File: config.mk
export PLATFORM = sky130hd
export DESIGN_NAME = qspi_ram_bridge
export DESIGN_NICKNAME = d
export VERILOG_FILES = /design/src/rtl/qspi_ram_bridge.sv
export SDC_FILE = /design/constraint.sdc
export NUM_CORES = 1
export LEC_CHECK = 0
export BUFFER_PORTS_ARGS = -buffer_cell sky130_fd_sc_hd__buf_2
export CAP_MARGIN = 10
export CORE_AREA = 2 2 102 104
export DETAILED_ROUTE_END_ITERATION = 8
export DIE_AREA = 0 0 104 106
export PLACE_DENSITY = 0.53
export SYNTH_ARGS = -nofsm -noshare
export SYNTH_HDL_FRONTEND = slang
export SYNTH_SLANG_ARGS = --single-unit
export TNS_END_PERCENT = 20
File: constraint.sdc
create_clock -name clk -period 3.4 [get_ports clk]
set_input_delay 0.51 -clock clk [delete_from_list [all_inputs] [get_ports clk]]
set_output_delay 0.51 -clock clk [all_outputs]
set_load 0.05 [all_outputs]
File: src/rtl/qspi_ram_bridge.sv
// QSPI quad-I/O target giving an external host write/read access to the host port of the shared RAM.
// Defining QSPI_BRIDGE_STATUS_EN adds command 0x05, which reads back a count of bytes written since reset.
module qspi_ram_bridge #(
  parameter int ADDR_WIDTH   = 8,
  parameter int DUMMY_CYCLES = 2
) (
  input  logic                  clk,
  input  logic                  rst_n,
  input  logic                  qspi_sck,
  input  logic                  qspi_cs_n,
  input  logic [3:0]            qspi_io_i,
  output logic [3:0]            qspi_io_o,
  output logic                  qspi_io_oe,
  output logic [ADDR_WIDTH-1:0] ram_addr,
  input  logic [7:0]            ram_rdata,
  output logic [7:0]            ram_wdata,
  output logic                  ram_wen
);

  typedef enum logic [2:0] {IDLE, CMD, ADDR, WDATA, DUMMY, RDATA, IGNORE} state_t;

  localparam logic [7:0] CMD_WRITE  = 8'h38;
  localparam logic [7:0] CMD_READ   = 8'hEB;
  localparam logic [7:0] CMD_STATUS = 8'h05;
  localparam logic [3:0] DUMMY_LAST = 4'(DUMMY_CYCLES - 1);

  logic       sck_p0_q, sck_p1_q, sck_p2_q;
  logic       cs_p0_q, cs_p1_q, cs_p2_q;
  logic [3:0] io_p0_q, io_p1_q;
  logic       sck_rise_q, sck_fall_q, cs_rise_q, cs_fall_q;
  logic       sck_rise_d, sck_fall_d, cs_rise_d, cs_fall_d;

  state_t                state_q, state_d;
  logic                  half_q, half_d;
  logic                  rd_q, rd_d;
  logic                  status_q, status_d;
  logic [ADDR_WIDTH-1:0] ptr_q, ptr_d;
  logic [3:0]            dcnt_q, dcnt_d;
  logic                  fetch_p0_q, fetch_p0_d;
  logic                  fetch_p1_q, fetch_p1_d;
  logic [ADDR_WIDTH-1:0] ram_addr_q, ram_addr_d;
  logic [7:0]            ram_wdata_q, ram_wdata_d;
  logic                  ram_wen_q, ram_wen_d;
  logic [3:0]            io_o_q, io_o_d;
  logic                  io_oe_q, io_oe_d;
  logic [3:0]            hi_q, hi_d;
  logic [7:0]            tx_q, tx_d;
  logic [3:0]            hold_q, hold_d;

  logic [7:0] rx_byte;
  logic [7:0] fetch_byte;
  logic       rx_phase;
  logic       byte_done;

  // Synchronizer stage: CS_n resets low so a bridge leaving reset with CS_n already low lands in IGNORE
  always_ff @(posedge clk or negedge rst_n) begin
    if (!rst_n) begin
      sck_p0_q   <= 1'b0;
      sck_p1_q   <= 1'b0;
      sck_p2_q   <= 1'b0;
      cs_p0_q    <= 1'b0;
      cs_p1_q    <= 1'b0;
      cs_p2_q    <= 1'b0;
      io_p0_q    <= '0;
      io_p1_q    <= '0;
      sck_rise_q <= 1'b0;
      sck_fall_q <= 1'b0;
      cs_rise_q  <= 1'b0;
      cs_fall_q  <= 1'b0;
    end else begin
      sck_p0_q   <= qspi_sck;
      sck_p1_q   <= sck_p0_q;
      sck_p2_q   <= sck_p1_q;
      cs_p0_q    <= qspi_cs_n;
      cs_p1_q    <= cs_p0_q;
      cs_p2_q    <= cs_p1_q;
      io_p0_q    <= qspi_io_i;
      io_p1_q    <= io_p0_q;
      sck_rise_q <= sck_rise_d;
      sck_fall_q <= sck_fall_d;
      cs_rise_q  <= cs_rise_d;
      cs_fall_q  <= cs_fall_d;
    end
  end

  always_comb begin
    sck_rise_d = sck_p1_q & ~sck_p2_q;
    sck_fall_d = ~sck_p1_q & sck_p2_q;
    cs_rise_d  = cs_p1_q & ~cs_p2_q;
    cs_fall_d  = ~cs_p1_q & cs_p2_q;
  end

`ifdef QSPI_BRIDGE_STATUS_EN
  logic [7:0] wr_cnt_q, wr_cnt_d;

  always_comb wr_cnt_d = wr_cnt_q + {7'd0, ram_wen_q};

  always_ff @(posedge clk or negedge rst_n) begin
    if (!rst_n) wr_cnt_q <= '0;
    else        wr_cnt_q <= wr_cnt_d;
  end

  assign fetch_byte = status_q ? wr_cnt_q : ram_rdata;
`else
  assign fetch_byte = ram_rdata;
`endif

  // Decode stage: transaction FSM
  always_comb begin
    state_d     = state_q;
    half_d      = half_q;
    rd_d        = rd_q;
    status_d    = status_q;
    ptr_d       = ptr_q;
    dcnt_d      = dcnt_q;
    fetch_p0_d  = 1'b0;
    fetch_p1_d  = fetch_p0_q;
    ram_addr_d  = ram_addr_q;
    ram_wdata_d = ram_wdata_q;
    ram_wen_d   = 1'b0;
    io_o_d      = io_o_q;
    io_oe_d     = io_oe_q;
    hi_d        = hi_q;
    tx_d        = tx_q;
    hold_d      = hold_q;
    rx_byte     = {hi_q, io_p1_q};
    rx_phase    = (state_q == CMD) || (state_q == ADDR) || (state_q == WDATA);
    byte_done   = rx_phase && sck_rise_q && half_q;

    // RAM data lands one clk after ram_addr, so the capture trails the request by two clks
    if (fetch_p1_q) tx_d = fetch_byte;

    if (rx_phase && sck_rise_q) begin
      half_d = ~half_q;
      if (!half_q) hi_d = io_p1_q;
    end

    if (cs_rise_q) begin
      state_d = IDLE;
      half_d  = 1'b0;
      io_oe_d = 1'b0;
    end else begin
      case (state_q)
        IDLE: begin
          io_oe_d = 1'b0;
          if (cs_fall_q) begin
            state_d  = CMD;
            half_d   = 1'b0;
            status_d = 1'b0;
          end else if (!cs_p2_q) begin
            state_d = IGNORE;
          end
        end
        CMD: begin
          if (byte_done) begin
            dcnt_d = '0;
            if (rx_byte == CMD_WRITE) begin
              state_d = ADDR;
              rd_d    = 1'b0;
            end else if (rx_byte == CMD_READ) begin
              state_d = ADDR;
              rd_d    = 1'b1;
`ifdef QSPI_BRIDGE_STATUS_EN
            end else if (rx_byte == CMD_STATUS) begin
              state_d  = DUMMY;
              status_d = 1'b1;
`endif
            end else begin
              state_d = IGNORE;
            end
          end
        end
        ADDR: begin
          if (byte_done) begin
            ptr_d   = ADDR_WIDTH'(rx_byte);
            state_d = rd_q ? DUMMY : WDATA;
          end
        end
        WDATA: begin
          if (byte_done) begin
            ram_addr_d  = ptr_q;
            ram_wdata_d = rx_byte;
            ram_wen_d   = 1'b1;
            ptr_d       = ptr_q + 1'b1;
          end
        end
        DUMMY: begin
          if (sck_rise_q) begin
            if (dcnt_q == '0) begin
              fetch_p0_d = 1'b1;
              if (!status_q) ram_addr_d = ptr_q;
            end
            if (dcnt_q == DUMMY_LAST) begin
              state_d = RDATA;
              half_d  = 1'b0;
            end
            dcnt_d = dcnt_q + 4'd1;
          end
        end
        RDATA: begin
          if (sck_fall_q) begin
            io_oe_d = 1'b1;
            if (!half_q) begin
              io_o_d     = tx_q[7:4];
              hold_d     = tx_q[3:0];
              half_d     = 1'b1;
              fetch_p0_d = 1'b1;
              if (!status_q) begin
                ptr_d      = ptr_q + 1'b1;
                ram_addr_d = ptr_q + 1'b1;
              end
            end else begin
              io_o_d = hold_q;
              half_d = 1'b0;
            end
          end
        end
        default: io_oe_d = 1'b0;
      endcase
    end
  end

  // Register stage: control and host-visible outputs
  always_ff @(posedge clk or negedge rst_n) begin
    if (!rst_n) begin
      state_q     <= IDLE;
      half_q      <= 1'b0;
      rd_q        <= 1'b0;
      status_q    <= 1'b0;
      ptr_q       <= '0;
      dcnt_q      <= '0;
      fetch_p0_q  <= 1'b0;
      fetch_p1_q  <= 1'b0;
      ram_addr_q  <= '0;
      ram_wdata_q <= '0;
      ram_wen_q   <= 1'b0;
      io_o_q      <= '0;
      io_oe_q     <= 1'b0;
    end else begin
      state_q     <= state_d;
      half_q      <= half_d;
      rd_q        <= rd_d;
      status_q    <= status_d;
      ptr_q       <= ptr_d;
      dcnt_q      <= dcnt_d;
      fetch_p0_q  <= fetch_p0_d;
      fetch_p1_q  <= fetch_p1_d;
      ram_addr_q  <= ram_addr_d;
      ram_wdata_q <= ram_wdata_d;
      ram_wen_q   <= ram_wen_d;
      io_o_q      <= io_o_d;
      io_oe_q     <= io_oe_d;
    end
  end

  always_ff @(posedge clk) begin
    hi_q   <= hi_d;
    tx_q   <= tx_d;
    hold_q <= hold_d;
  end

  assign qspi_io_o  = io_o_q;
  assign qspi_io_oe = io_oe_q;
  assign ram_addr   = ram_addr_q;
  assign ram_wdata  = ram_wdata_q;
  assign ram_wen    = ram_wen_q;

endmodule
==> results by group, run 1 <==
STA
  – Final setup viols: 0
  – Fmax: about 400 MHz
  – Crit path time final: approximately 2.4 ns
  – Period utilization: 0.7190
  – Hold WS: 0.2675 ns
  – Clock Skews: ~0.011 ns
  – Final hold vios: 0
  – Slew Viols, Final: 0
  – RSZ-0062 raised after global routing: false
  – Worst Max-Slew Pin Slew: 0.7646 ns
  – Slew headroom: 0.4903
  – Post-Route Setup TNS: 0 ns

Logic synthesis
  – Mapped Area: 0.003411 mm^2
  – Post-synth cell types: 59
  – Synth Register Bits: between 70 and 80
  – Cells after Synth: 282
  – Synth Warn #: 0
  – Sequential-to-total area share from yosys stat: 0.5737
  – Top FF cell, synth: dfrtp_1
  – Syn Nets: roughly 300
  – Post-synthesis area per instance: roughly 12 um^2
  – Async SR Flop Fraction: 0.7867
  – EDFF count, synth: 16

Critical path
  – Crit path to: dcnt_q[2]$_DFFE_PN0P_
  – R2r startpoint: state_q[2]$_DFFE_PN0P_
  – FF-to-FF path depth: 6
  – Startpoint Class: flop
  – Worst path required time: around 3.6 ns
  – Setup CP Type: flop to flop
  – Crit end category: flop
  – R2R setup slack: approximately 0.96 ns
  – WP data arrival: 2.65 ns
  – Critical path peak fanout: 24
  – R2r endpoint: dcnt_q[2]$_DFFE_PN0P_
  – CP Launch Point: state_q[2]$_DFFE_PN0P_

Placement
  – Final GP Congestion: between 0.8 and 0.9
  – Half-perimeter wire length after placement: between 4 and 5 mm
  – Buffers on Ports: 37

Final layout
  – Multi-input gate area: between 0.001 and 0.0015 mm^2
  – Layout cells sized above 1: 0.2485
  – Ant diodes: 0
  – Filler cells: 992
  – Register area: 0.001957 mm^2
  – Nets: approximately 340
  – Syn-to-layout area delta: 15.22%

Clock tree
  – TritonCTS Buffers: 9
  – Hold-fix buffers at CTS: 0
  – Postcts setup bufs: 0
  – H-tree levels: 3
  – CTS tree: done
  – Clk Latency, worst-skew pair: 0.35 ns
  – Clk slew on worst S/H paths: roughly 0.080 ns
  – CTS max path bufs: 2
  – Post-cts sizing count: 0
  – # clock sinks: 75
  – CTS root buf: clkbuf_8

Global route
  – Antenna violations before repair: 0
  – First-pass GRT wire length: 11.70 mm
  – Global route total overflow: 0
  – Overall Global Routing Usage: 0.1349
  – Vias in the first global route: about 2.3k
  – Met2 GRT Util: 0.2091
  – Largest net degree at the start of global routing: 60
  – Met1 Resource Use GR: 0.1811
  – Met3 Usage GRT: 0.03863
  – Busiest grt layer: met2

Power and ir drop
  – Pwr Density: 825.7 mW/mm^2
  – Net Sw Frac: 0.4010
  – Pleak: between 1.5 and 2 nW
  – Total internal power: around 0.0019 W
  – Total power: about 0.0032 W
  – Comb power frac: 0.370
  – Register share of total power: 0.413
  – Proportion of power drawn by the clock network: 0.217
  – Net switching power: 0.001301 W
  – Maximum vdd drop: between 200 and 300 uV

Route
  – Via total after detailed routing: about 2.3k
  – Drc violations: 0
  – DRT iter0 DRCs: roughly 130
  – Post-route ant nets: 0
  – Drt first pass iters: 5
  – Total Wirelength: just under 7 mm
  – DR vias/cell: 5.071
  – Routed len/inst: 14.97 um

Die
  – Ports: 38
  – CORE AREA: between 0.009 and 0.01 mm^2
  – Row count: 37
  – Initial Utilization: 0.3411
  – Chip height: 106 um
  – Die Wd: around 100 um
  – Full die area: between 0.01 and 0.015 mm^2

Run
  – Total of max-cap violations: 0

Outcome
  – Status: completed

Worst hold path
  – Worst min-delay path category: primary input to flop
  – Min-delay src: qspi_io_i[1]
critical path, stage by stage (launching register included):
cell and delay, ns:
dfrtp_1 0.65, nor3b_1 0.40, ha_1 0.29, nand3b_1 0.14, a211oi_1 0.53, a21bo_2 0.23, a21oi_1 0.05
stage by stage:
step	std cells	setup slack, ns	instance area (um^2)	utilization
finish	462	0.9553	3930	0.3930
floorplan	282	1.048	3411	-
global placement	446	1.100	3726	0.3726
detailed placement	446	1.015	3726	0.3726
CTS	462	0.9968	3930	0.3930
global route	462	0.7368	3930	0.3930
power groups by stage:
stage               registers [W]  logic, W  clock network, W
finish                    0.00134   0.00120          0.000703
global route              0.00138   0.00130          0.000774
CTS                       0.00134   0.00120          0.000732
detailed placement        0.00136   0.00120                 0
global placement          0.00135   0.00120                 0
floorplan                 0.00152  0.000770                 0
layout make-up:
type	count	share of cell area
clock buffer	12	0.03948
clock inverter	4	0.01242
inverter	9	0.008596
multi-input combinational	184	0.3416
sequential	75	0.4979
tap	136	0.04330
timing repair buffer	42	0.05667
registers in the layout, indices dropped and copies added (netlist names), 3 cells and up:
name and cells:
io_p0_q 4, hi_q 4, hold_q 4, dcnt_q 4, tx_q 8, ram_addr 8, io_p1_q 4, ptr_q 8
qspi_io_o 4, ram_wdata 8, state_q 3
Yosys cell counts (2+ instances only):
cell | count | share of area
xor2_1 | 2 | 0.0051
clkbuf_1 | 5 | 0.0055
and3b_1 | 2 | 0.0051
a2bb2oi_1 | 4 | 0.010
buf_6 | 2 | 0.0066
o21ai_0 | 14 | 0.021
nor4_1 | 2 | 0.0037
a211oi_1 | 4 | 0.0088
nor2_1 | 9 | 0.0099
buf_2 | 5 | 0.0073
a221oi_1 | 2 | 0.0051
a31oi_1 | 6 | 0.011
ha_1 | 6 | 0.022
and3_1 | 2 | 0.0037
a21oi_1 | 13 | 0.019
o211a_1 | 2 | 0.0059
nor2b_1 | 6 | 0.011
nand2_1 | 20 | 0.022
o32a_1 | 2 | 0.0059
nand3_1 | 12 | 0.018
xnor2_1 | 7 | 0.018
o22ai_1 | 4 | 0.0073
mux2i_1 | 5 | 0.015
nor3b_1 | 2 | 0.0044
and4_1 | 2 | 0.0051
nand3b_1 | 6 | 0.013
dfrtp_1 | 59 | 0.43
mux2_4 | 8 | 0.035
mux2_2 | 8 | 0.026
nand2b_1 | 3 | 0.0055
nand4_1 | 7 | 0.013
edfxtp_1 | 16 | 0.14
inv_1 | 8 | 0.0088
nor3_1 | 2 | 0.0029
metal layers:
layer  share of wire  up-vias
met1            0.48     1140
met5               0        -
met2            0.46       69
li1                -     1121
met4           0.017        0
met3           0.049       13
cells by family (layout without fill, tap and decap cells):
kind of cell    after synthesis  after routing  share of synthesized area
buf+inv                      23             67                    0.03265
mux                          21             21                    0.07631
xor+xnor                     10             10                    0.02788
compound gates               63             63                     0.1284
simple gates                 84             84                     0.1390
fa+ha+maj                     6              6                    0.02201
flops                        75             75                     0.5737
placed cells by master, fill, tap and decap left out, types with 3 or more instances in the layout:
master	Yosys	final
nor2_1	9	9
mux2_2	8	8
clkbuf_8	0	11
buf_4	1	5
nand3_1	12	12
o21ai_0	14	14
a21oi_1	13	13
mux2_4	8	8
a211oi_1	4	4
nand2_1	20	20
nor2b_1	6	6
o22ai_1	4	4
mux2i_1	5	5
a31oi_1	6	6
buf_2	5	37
edfxtp_1	16	16
nand2b_1	3	3
nand3b_1	6	6
xnor2_1	7	7
ha_1	6	6
dfrtp_1	59	59
inv_1	8	8
a2bb2oi_1	4	4
nand4_1	7	7
worst min path at each step:
stage	end	slack, ns	depth (start not counted)
2_1_floorplan	cs_fall_q$_DFF_PN0_	0.21	0
3_3_place_gp	io_p1_q[1]$_DFF_PN0_	0.33	0
3_5_place_dp	io_p1_q[1]$_DFF_PN0_	0.33	0
4_1_cts	io_p0_q[1]$_DFF_PN0_	0.24	1
5_1_grt	cs_p0_q$_DFF_PN0_	0.24	1
6_report	io_p0_q[1]$_DFF_PN0_	0.27	1
Note: power is estimated with default switching activity, not from simulation.
==> run 2: changes to the inputs <==
--- a/config.mk
+++ b/config.mk
@@ -5,6 +5,7 @@
 export SDC_FILE = /design/constraint.sdc
 export NUM_CORES = 1
 export LEC_CHECK = 0
+export ABC_AREA = 1
 export BUFFER_PORTS_ARGS = -buffer_cell sky130_fd_sc_hd__buf_2
 export CAP_MARGIN = 10
 export CORE_AREA = 2 2 102 104
==> constraint.sdc (replaced) <==
create_clock -name clk -period 2.3 [get_ports clk]
set_input_delay 0.345 -clock clk [delete_from_list [all_inputs] [get_ports clk]]
set_output_delay 0.345 -clock clk [all_outputs]
set_load 0.05 [all_outputs]
==> run 2 against run 1 <==
Effect of this change:
- maximum frequency increased by 26%
- final cell count increased by 19%
- via count increased by 4.9%
- die area unchanged
- utilization decreased by 0.28 points
- register-to-register slack got worse by 0.60 ns
- count of clock-buffer cells in the layout decreased by 2
- largest cell class unchanged
- critical path type unchanged
- synthesized cell count increased by 28%
- non-clock buffer count decreased by 2
- largest power group unchanged
- sequential cell count unchanged
==> results by group, run 2 <==
Critical path
  – CP Cell Sequence: nor2_1, nor3_1, ha_1, inv_1, nor2_1, nand2_1, inv_1, nand2_1, nand2_1 (was nor3b_1, ha_1, nand3b_1, a211oi_1, a21bo_2, a21oi_1)
  – Startpoint Class: flop (unchanged)
  – WP data arrival: 2.23 ns (was 2.65 ns)
  – R2R setup slack: 0.36 ns (was 0.96 ns)
  – Setup CP Type: flop to flop (unchanged)
  – Crit end category: flop (unchanged)
  – CP Launch Point: state_q[1]$_DFFE_PN0P_ (was state_q[2]$_DFFE_PN0P_)
  – Critical path peak fanout: 16 (was 24)
  – CP bufs+invs: 2 (was 0)
  – FF-to-FF path depth: 9 (was 6)
  – R2r endpoint: ram_wdata[5]$_DFFE_PN0P_ (was dcnt_q[2]$_DFFE_PN0P_)
  – Slowest-stage cell, CP: dfrtp_1 (unchanged)
  – CP peak stage delay: 0.51 ns (was 0.65 ns)
  – CP top delay family: simple AND/OR/NAND/NOR gates (was compound AO/OA/AOI/OAI gates)
  – Worst path required time: 2.59 ns (was 3.60 ns)
  – Worst path most repeated cell: nand2_1
  – R2r startpoint: state_q[1]$_DFFE_PN0P_ (was state_q[2]$_DFFE_PN0P_)

Logic synthesis
  – Cell with the most instances after synthesis: nand2_1 (was dfrtp_1)
  – Top FF cell, synth: dfrtp_1 (unchanged)
  – Cells after Synth: 362 (was 282)
  – Synth Warn #: 0 (unchanged)
  – Mapped Area: 0.003402 mm^2 (was 0.003411 mm^2)
  – Sequential-to-total area share from yosys stat: 0.5752 (was 0.5737)
  – Area contributors post-synth: dfrtp_1, edfxtp_1, nand2_1 (was dfrtp_1, edfxtp_1, mux2_4)
  – Post-synth cell types: 30 (was 59)
  – Post-synthesis area per instance: 9.398 um^2 (was 12.09 um^2)
  – Async SR Flop Fraction: 0.7867 (unchanged)
  – Biggest area consumer among synthesized cells: dfrtp_1 (unchanged)
  – Synth top area share: 0.4340 (was 0.4329)
  – EDFF count, synth: 16 (unchanged)
  – Synth Register Bits: 75 (unchanged)
  – Commonest cells post-synth: nand2_1, dfrtp_1, inv_1 (was dfrtp_1, nand2_1, edfxtp_1)
  – Syn Nets: 384 (was 304)

Power and ir drop
  – Net Sw Frac: 0.4254 (was 0.4010)
  – Maximum vdd drop: 305.7 uV (was 274.3 uV)
  – Register share of total power: 0.427 (was 0.413)
  – Proportion of power drawn by the clock network: 0.207 (was 0.217)
  – Pwr Density: 1100 mW/mm^2 (was 825.7 mW/mm^2)
  – Total internal power: 0.002466 W (was 0.001944 W)
  – Net switching power: 0.001825 W (was 0.001301 W)
  – Pleak: 1.995 nW (was 1.695 nW)
  – Total power: 0.004291 W (was 0.003245 W)
  – Comb power frac: 0.367 (was 0.370)

Placement
  – Buffers on Ports: 37 (unchanged)
  – Final GP Congestion: 0.8735 (was 0.8853)
  – Placed cells: 531 (was 446)
  – Half-perimeter wire length after placement: 4.843 mm (was 4.713 mm)

Worst hold path
  – Hold Crit Depth: 1 (unchanged)
  – Worst min-delay path category: primary input to flop (unchanged)
  – Min-delay src: qspi_cs_n (was qspi_io_i[1])
  – Hold endpoint: cs_p0_q$_DFF_PN0_ (was io_p0_q[1]$_DFF_PN0_)

Die
  – Initial Utilization: 0.3402 (was 0.3411)
  – Chip height: 106 um (unchanged)
  – Full die area: 0.01102 mm^2 (unchanged)
  – Row count: 37 (unchanged)
  – Ports: 38 (unchanged)
  – Die Wd: 104 um (unchanged)
  – CORE AREA: 0.01000 mm^2 (unchanged)

STA
  – Period utilization: 0.8448 (was 0.7190)
  – Crit path time final: 1.943 ns (was 2.445 ns)
  – Slew Viols, Final: 0 (unchanged)
  – Final hold vios: 0 (unchanged)
  – Worst Max-Slew Pin Slew: 0.4503 ns (was 0.7646 ns)
  – RSZ-0062 raised after global routing: false (unchanged)
  – Post-Route Setup TNS: 0 ns (unchanged)
  – Final setup viols: 0 (unchanged)
  – Clock Skews: 0.01611 ns (was 0.01081 ns)
  – Fmax: 514.6 MHz (was 409.0 MHz)
  – Slew headroom: 0.6991 (was 0.4903)

Route
  – DR vias/cell: 4.484 (was 5.071)
  – Drt first pass iters: 4 (was 5)
  – Drc violations: 0 (unchanged)
  – Via total after detailed routing: 2457 (was 2343)
  – Post-route ant nets: 0 (unchanged)
  – Routed len/inst: 11.80 um (was 14.97 um)
  – Total Wirelength: 6.468 mm (was 6.917 mm)
  – DRT iter0 DRCs: 88 (was 133)

Global route
  – Global route total overflow: 0 (unchanged)
  – Overall Global Routing Usage: 0.1320 (was 0.1349)
  – Largest net degree at the start of global routing: 22 (was 60)
  – Antenna violations before repair: 0 (unchanged)
  – Vias in the first global route: 2461 (was 2280)
  – First-pass GRT wire length: 11.57 mm (was 11.70 mm)

Final layout
  – Fin cells: 548 (was 462)
  – Final design utilization: 0.3903 (was 0.3930)
  – Most common cell after layout, fill and taps aside: nand2_1 (was dfrtp_1)
  – Register area: 0.001957 mm^2 (unchanged)
  – Ant diodes: 0 (unchanged)
  – Commonest cells after routing, fill and taps aside: nand2_1, dfrtp_1, buf_2 (was dfrtp_1, buf_2, nand2_1)
  – Filler cells: 1030 (was 992)
  – Syn-to-layout area delta: 14.71% (was 15.22%)
  – Nets: 429 (was 343)
  – Multi-input gate area: 0.001237 mm^2 (was 0.001343 mm^2)
  – Layout cells sized above 1: 0.2112 (was 0.2485)

Clock tree
  – Clk Latency, worst-skew pair: 0.35 ns (about the same)
  – CTS tree: done (unchanged)
  – Hold-fix buffers at CTS: 1 (was 0)
  – TritonCTS Buffers: 9 (unchanged)
  – Postcts setup bufs: 0 (unchanged)
  – CTS max path bufs: 2 (unchanged)
  – H-tree levels: 3 (unchanged)
  – CTS root buf: clkbuf_8 (unchanged)
  – Post-cts sizing count: 0 (unchanged)
  – # clock sinks: 75 (unchanged)
  – Clk slew on worst S/H paths: 0.09 ns (was 0.08 ns)

Run
  – Total of max-cap violations: 0 (unchanged)

Outcome
  – Status: completed (unchanged)
[run 2: kinds of logic after synthesis]
group                    after synthesis  synth area share
XOR/XNOR                               7           0.01802
buffers and inverters                 48           0.06105
multiplexers                           1          0.002942
adder cells (fa/ha/maj)                6           0.02207
flip-flops                            75            0.5752
AO/OA/AOI/OAI                         40           0.07025
AND/OR/NAND/NOR                      185            0.2505
[run 2: per-stage QoR]
stage          hold slack [ns]  instance area, um^2  setup slack, ns
2_1_floorplan          0.04941                 3402           0.6329
3_3_place_gp            0.3041                 3725           0.4210
3_5_place_dp            0.3065                 3725           0.3485
4_1_cts                0.08344                 3902           0.3593
5_1_grt                0.06979                 3902          0.08401
6_report                0.1044                 3902           0.3569
[run 2: worst reg2reg max path, delay by kind of cell, from the launching register on]
| kind | cells | cell delay, ns |
|---|---|---|
| and+or+nand+nor | 6 | 0.92 |
| DFF | 1 | 0.51 |
| buffers and inverters | 2 | 0.25 |
| adders and majority gates | 1 | 0.22 |
[run 2: how the worst max path moves through the flow]
stage	cells after the start	to
after CTS	8	ram_wdata[0]$_DFFE_PN0P_
final	9	ram_wdata[5]$_DFFE_PN0P_
after global placement	8	ram_wdata[0]$_DFFE_PN0P_
after global routing	8	ram_wdata[4]$_DFFE_PN0P_
after detailed placement	8	ram_wdata[0]$_DFFE_PN0P_
after floorplan	11	ram_addr[3]$_DFFE_PN0P_
[run 2: layout make-up]
cell class / instances / area share
clock inverter: 6 / 0.01026
inverter: 42 / 0.04104
timing repair buffer: 40 / 0.05386
sequential: 75 / 0.5014
multi-input combinational: 239 / 0.3171
clock buffer: 10 / 0.03270
tap: 136 / 0.04360
[run 2: power groups by stage]
stage / clock network [W] / registers [W] / logic (W)
2_1_floorplan: 0 / 0.00208 / 0.00102
3_3_place_gp: 0 / 0.00185 / 0.00159
3_5_place_dp: 0 / 0.00185 / 0.00159
4_1_cts: 0.000925 / 0.00183 / 0.00160
5_1_grt: 0.000991 / 0.00187 / 0.00179
6_report: 0.000888 / 0.00183 / 0.00157
[run 2: metal layers]
metal / GRT usage / wire length, um
met4: 0.05019 / 95
met1: 0.1664 / 3006
met2: 0.2162 / 3106
met5: 0 / 0
met3: 0.03740 / 259
==> run 3: changes to the inputs <==
--- a/config.mk
+++ b/config.mk
@@ -11,7 +11,7 @@
 export CORE_AREA = 2 2 102 104
 export DETAILED_ROUTE_END_ITERATION = 8
 export DIE_AREA = 0 0 104 106
-export PLACE_DENSITY = 0.53
+export PLACE_DENSITY = 0.54
 export SYNTH_ARGS = -nofsm -noshare
 export SYNTH_HDL_FRONTEND = slang
 export SYNTH_SLANG_ARGS = --single-unit
==> constraint.sdc (replaced) <==
create_clock -name clk -period 1.7 [get_ports clk]
set_input_delay 0.255 -clock clk [delete_from_list [all_inputs] [get_ports clk]]
set_output_delay 0.255 -clock clk [all_outputs]
set_load 0.05 [all_outputs]
==> run 3 against run 2 <==
Effect of this change:
- setup slack got worse by 0.26 ns
- sequential power rose by 33%
- critical path type unchanged
- sequential cell count did not move
- largest cell class unchanged
==> results by group, run 3 (synthesis results as in run 2) <==
Route
  – Routed len/inst: 11.91 um (was 11.80 um)
  – DRT iter0 DRCs: 123 (was 88)
  – Drt first pass iters: 4 (unchanged)
  – Post-route ant nets: 0 (unchanged)
  – Total Wirelength: 6.763 mm (was 6.468 mm)
  – Via total after detailed routing: 2524 (was 2457)
  – DR vias/cell: 4.444 (was 4.484)
  – Drc violations: 0 (unchanged)

Critical path
  – Slowest-stage cell, CP: dfrtp_1 (unchanged)
  – Setup CP Type: flop to flop (unchanged)
  – Worst path required time: 1.96 ns (was 2.59 ns)
  – FF-to-FF path depth: 10 (was 9)
  – R2R setup slack: 0.09 ns (was 0.36 ns)
  – R2r endpoint: ram_addr[5]$_DFFE_PN0P_ (was ram_wdata[5]$_DFFE_PN0P_)
  – Critical path peak fanout: 7 (was 16)
  – R2r startpoint: state_q[1]$_DFFE_PN0P_ (unchanged)
  – CP peak stage delay: 0.36 ns (was 0.51 ns)
  – Crit end category: flop (unchanged)
  – Startpoint Class: flop (unchanged)
  – WP data arrival: 1.86 ns (was 2.23 ns)
  – CP Cell Sequence: nor2_2, nor3_2, ha_2, inv_2, nand2_2, nand2_2, nor2_4, nand2_4, nand2_1, nand2_1 (was nor2_1, nor3_1, ha_1, inv_1, nor2_1, nand2_1, inv_1, nand2_1, nand2_1)

STA
  – Slew Viols, Final: 0 (unchanged)
  – Worst Max-Slew Pin Slew: 0.3174 ns (was 0.4503 ns)
  – Fmax: 622.3 MHz (was 514.6 MHz)
  – Slew headroom: 0.7884 (was 0.6991)
  – Period utilization: 0.9453 (was 0.8448)
  – Crit path time final: 1.607 ns (was 1.943 ns)
  – Final setup viols: 0 (unchanged)
  – Final hold vios: 0 (unchanged)
  – Post-Route Setup TNS: 0 ns (unchanged)
  – Clock Skews: 0.009225 ns (was 0.01611 ns)

Final layout
  – Nets: 449 (was 429)
  – Layout cells sized above 1: 0.2593 (was 0.2112)
  – Ant diodes: 0 (unchanged)
  – Commonest cells after routing, fill and taps aside: nand2_1, dfrtp_1, buf_2 (unchanged)
  – Filler cells: 1025 (was 1030)
  – Final design utilization: 0.4180 (was 0.3903)
  – Most common cell after layout, fill and taps aside: nand2_1 (unchanged)
  – Syn-to-layout area delta: 22.88% (was 14.71%)

Worst hold path
  – Min-delay src: ram_rdata[4] (was qspi_cs_n)
  – Hold Crit Depth: 1 (unchanged)
  – Worst min-delay path category: primary input to flop (unchanged)
  – Hold endpoint: tx_q[4]$_DFFE_PP_ (was cs_p0_q$_DFF_PN0_)

Placement
  – Buffers on Ports: 37 (unchanged)
  – Final GP Congestion: 0.8295 (was 0.8735)
  – Half-perimeter wire length after placement: 4.867 mm (was 4.843 mm)

Global route
  – First-pass GRT wire length: 11.44 mm (was 11.57 mm)
  – Vias in the first global route: 2492 (was 2461)
  – Met1 Resource Use GR: 0.1490 (was 0.1664)
  – Met3 Usage GRT: 0.04414 (was 0.03740)
  – Largest net degree at the start of global routing: 60 (was 22)
  – Overall Global Routing Usage: 0.1314 (was 0.1320)
  – Met2 GRT Util: 0.2251 (was 0.2162)
  – Antenna violations before repair: 0 (unchanged)
  – Busiest grt layer: met2 (unchanged)
  – Global route total overflow: 0 (unchanged)

Power and ir drop
  – Maximum vdd drop: 496.7 uV (was 305.7 uV)
  – Pwr Density: 1501 mW/mm^2 (was 1100 mW/mm^2)
  – Pleak: 2.107 nW (was 1.995 nW)

Clock tree
  – CTS root buf: clkbuf_8 (unchanged)
  – Clk Latency, worst-skew pair: 0.36 ns (was 0.35 ns)
  – # clock sinks: 75 (unchanged)
  – H-tree levels: 3 (unchanged)
  – TritonCTS Buffers: 9 (unchanged)
  – CTS max path bufs: 2 (unchanged)
  – Clk slew on worst S/H paths: 0.08 ns (was 0.09 ns)
  – CTS tree: done (unchanged)

Die
  – Row count: 37 (unchanged)
  – Initial Utilization: 0.3402 (unchanged)
  – Chip height: 106 um (unchanged)
  – CORE AREA: 0.01000 mm^2 (unchanged)
  – Ports: 38 (unchanged)
  – Die Wd: 104 um (unchanged)
  – Full die area: 0.01102 mm^2 (unchanged)

Run
  – Total of max-cap violations: 0 (unchanged)

Outcome
  – Status: completed (unchanged)
-- run 3: per-layer routing --
metal,vias to the layer above,routed length [um],share of wire
met1,1187,3081,0.46
li1,1295,-,-
met5,-,0,0
met3,13,227,0.034
met2,29,3326,0.49
met4,0,127,0.019
-- run 3: worst max-delay path, delay by kind of cell (launching register included) --
kind          cells  cell delay, ns
fa+ha+maj         1            0.22
buf+inv           1            0.06
flops             1            0.36
simple gates      8            0.87
-- run 3: worst max-delay path by stage --
stage / start / cells past startpoint / to
after floorplan: state_q[0]$_DFFE_PN0P_ / 11 / ram_addr[3]$_DFFE_PN0P_
after global placement: sck_rise_q$_DFF_PN0_ / 9 / ptr_q[2]$_DFFE_PN0P_
after detailed placement: sck_rise_q$_DFF_PN0_ / 9 / ptr_q[2]$_DFFE_PN0P_
after CTS: state_q[1]$_DFFE_PN0P_ / 11 / ram_addr[5]$_DFFE_PN0P_
after global routing: state_q[2]$_DFFE_PN0P_ / 9 / ram_addr[7]$_DFFE_PN0P_
final: state_q[1]$_DFFE_PN0P_ / 10 / ram_addr[5]$_DFFE_PN0P_
-- run 3: metrics by stage --
step           power, W  cells  hold WS [ns]  instance area [um^2]  worst slack [ns]
3_5_place_dp   0.004807    541        0.2900                  3825          0.009161
5_1_grt        0.006733    568       0.03206                  4180          -0.06856
6_report       0.006274    568       0.06198                  4180           0.09296
3_3_place_gp   0.004773    541        0.2854                  3825           0.05304
4_1_cts        0.006230    564       0.04227                  4098           0.02966
2_1_floorplan  0.004197    362      -0.04059                  3402           0.03294
-- run 3: what timing repair did --
action / CTS / global route
cloned: 0 / 1
hold buffers: 7 / 0
buffers inserted: 0 / 3
resized for setup: 1 / 15
setup endpoints to repair: 1 / 33
hold endpoints to repair: 65 / 0
pin swaps: 0 / 6
-- run 3: final cells by class --
| class | instances | area [um^2] | area share |
|---|---|---|---|
| clock buffer | 10 | 127.6 | 0.03053 |
| tap | 136 | 170.2 | 0.04071 |
| sequential | 75 | 1957 | 0.4681 |
| clock inverter | 6 | 72.57 | 0.01736 |
| inverter | 42 | 167.7 | 0.04011 |
| multi-input combinational | 240 | 1292 | 0.3092 |
| timing repair buffer | 59 | 392.9 | 0.09398 |
-- run 3: report_power, final --
part / total (W) / internal [W] / switching, W / leakage, nW
Clock: 0.00138 / 0.000693 / 0.000691 / 0.0975
Sequential: 0.00243 / 0.00216 / 0.000269 / 0.905
Combinational: 0.00246 / 0.000805 / 0.00165 / 1.10
Total: 0.00627 / 0.00366 / 0.00261 / 2.11
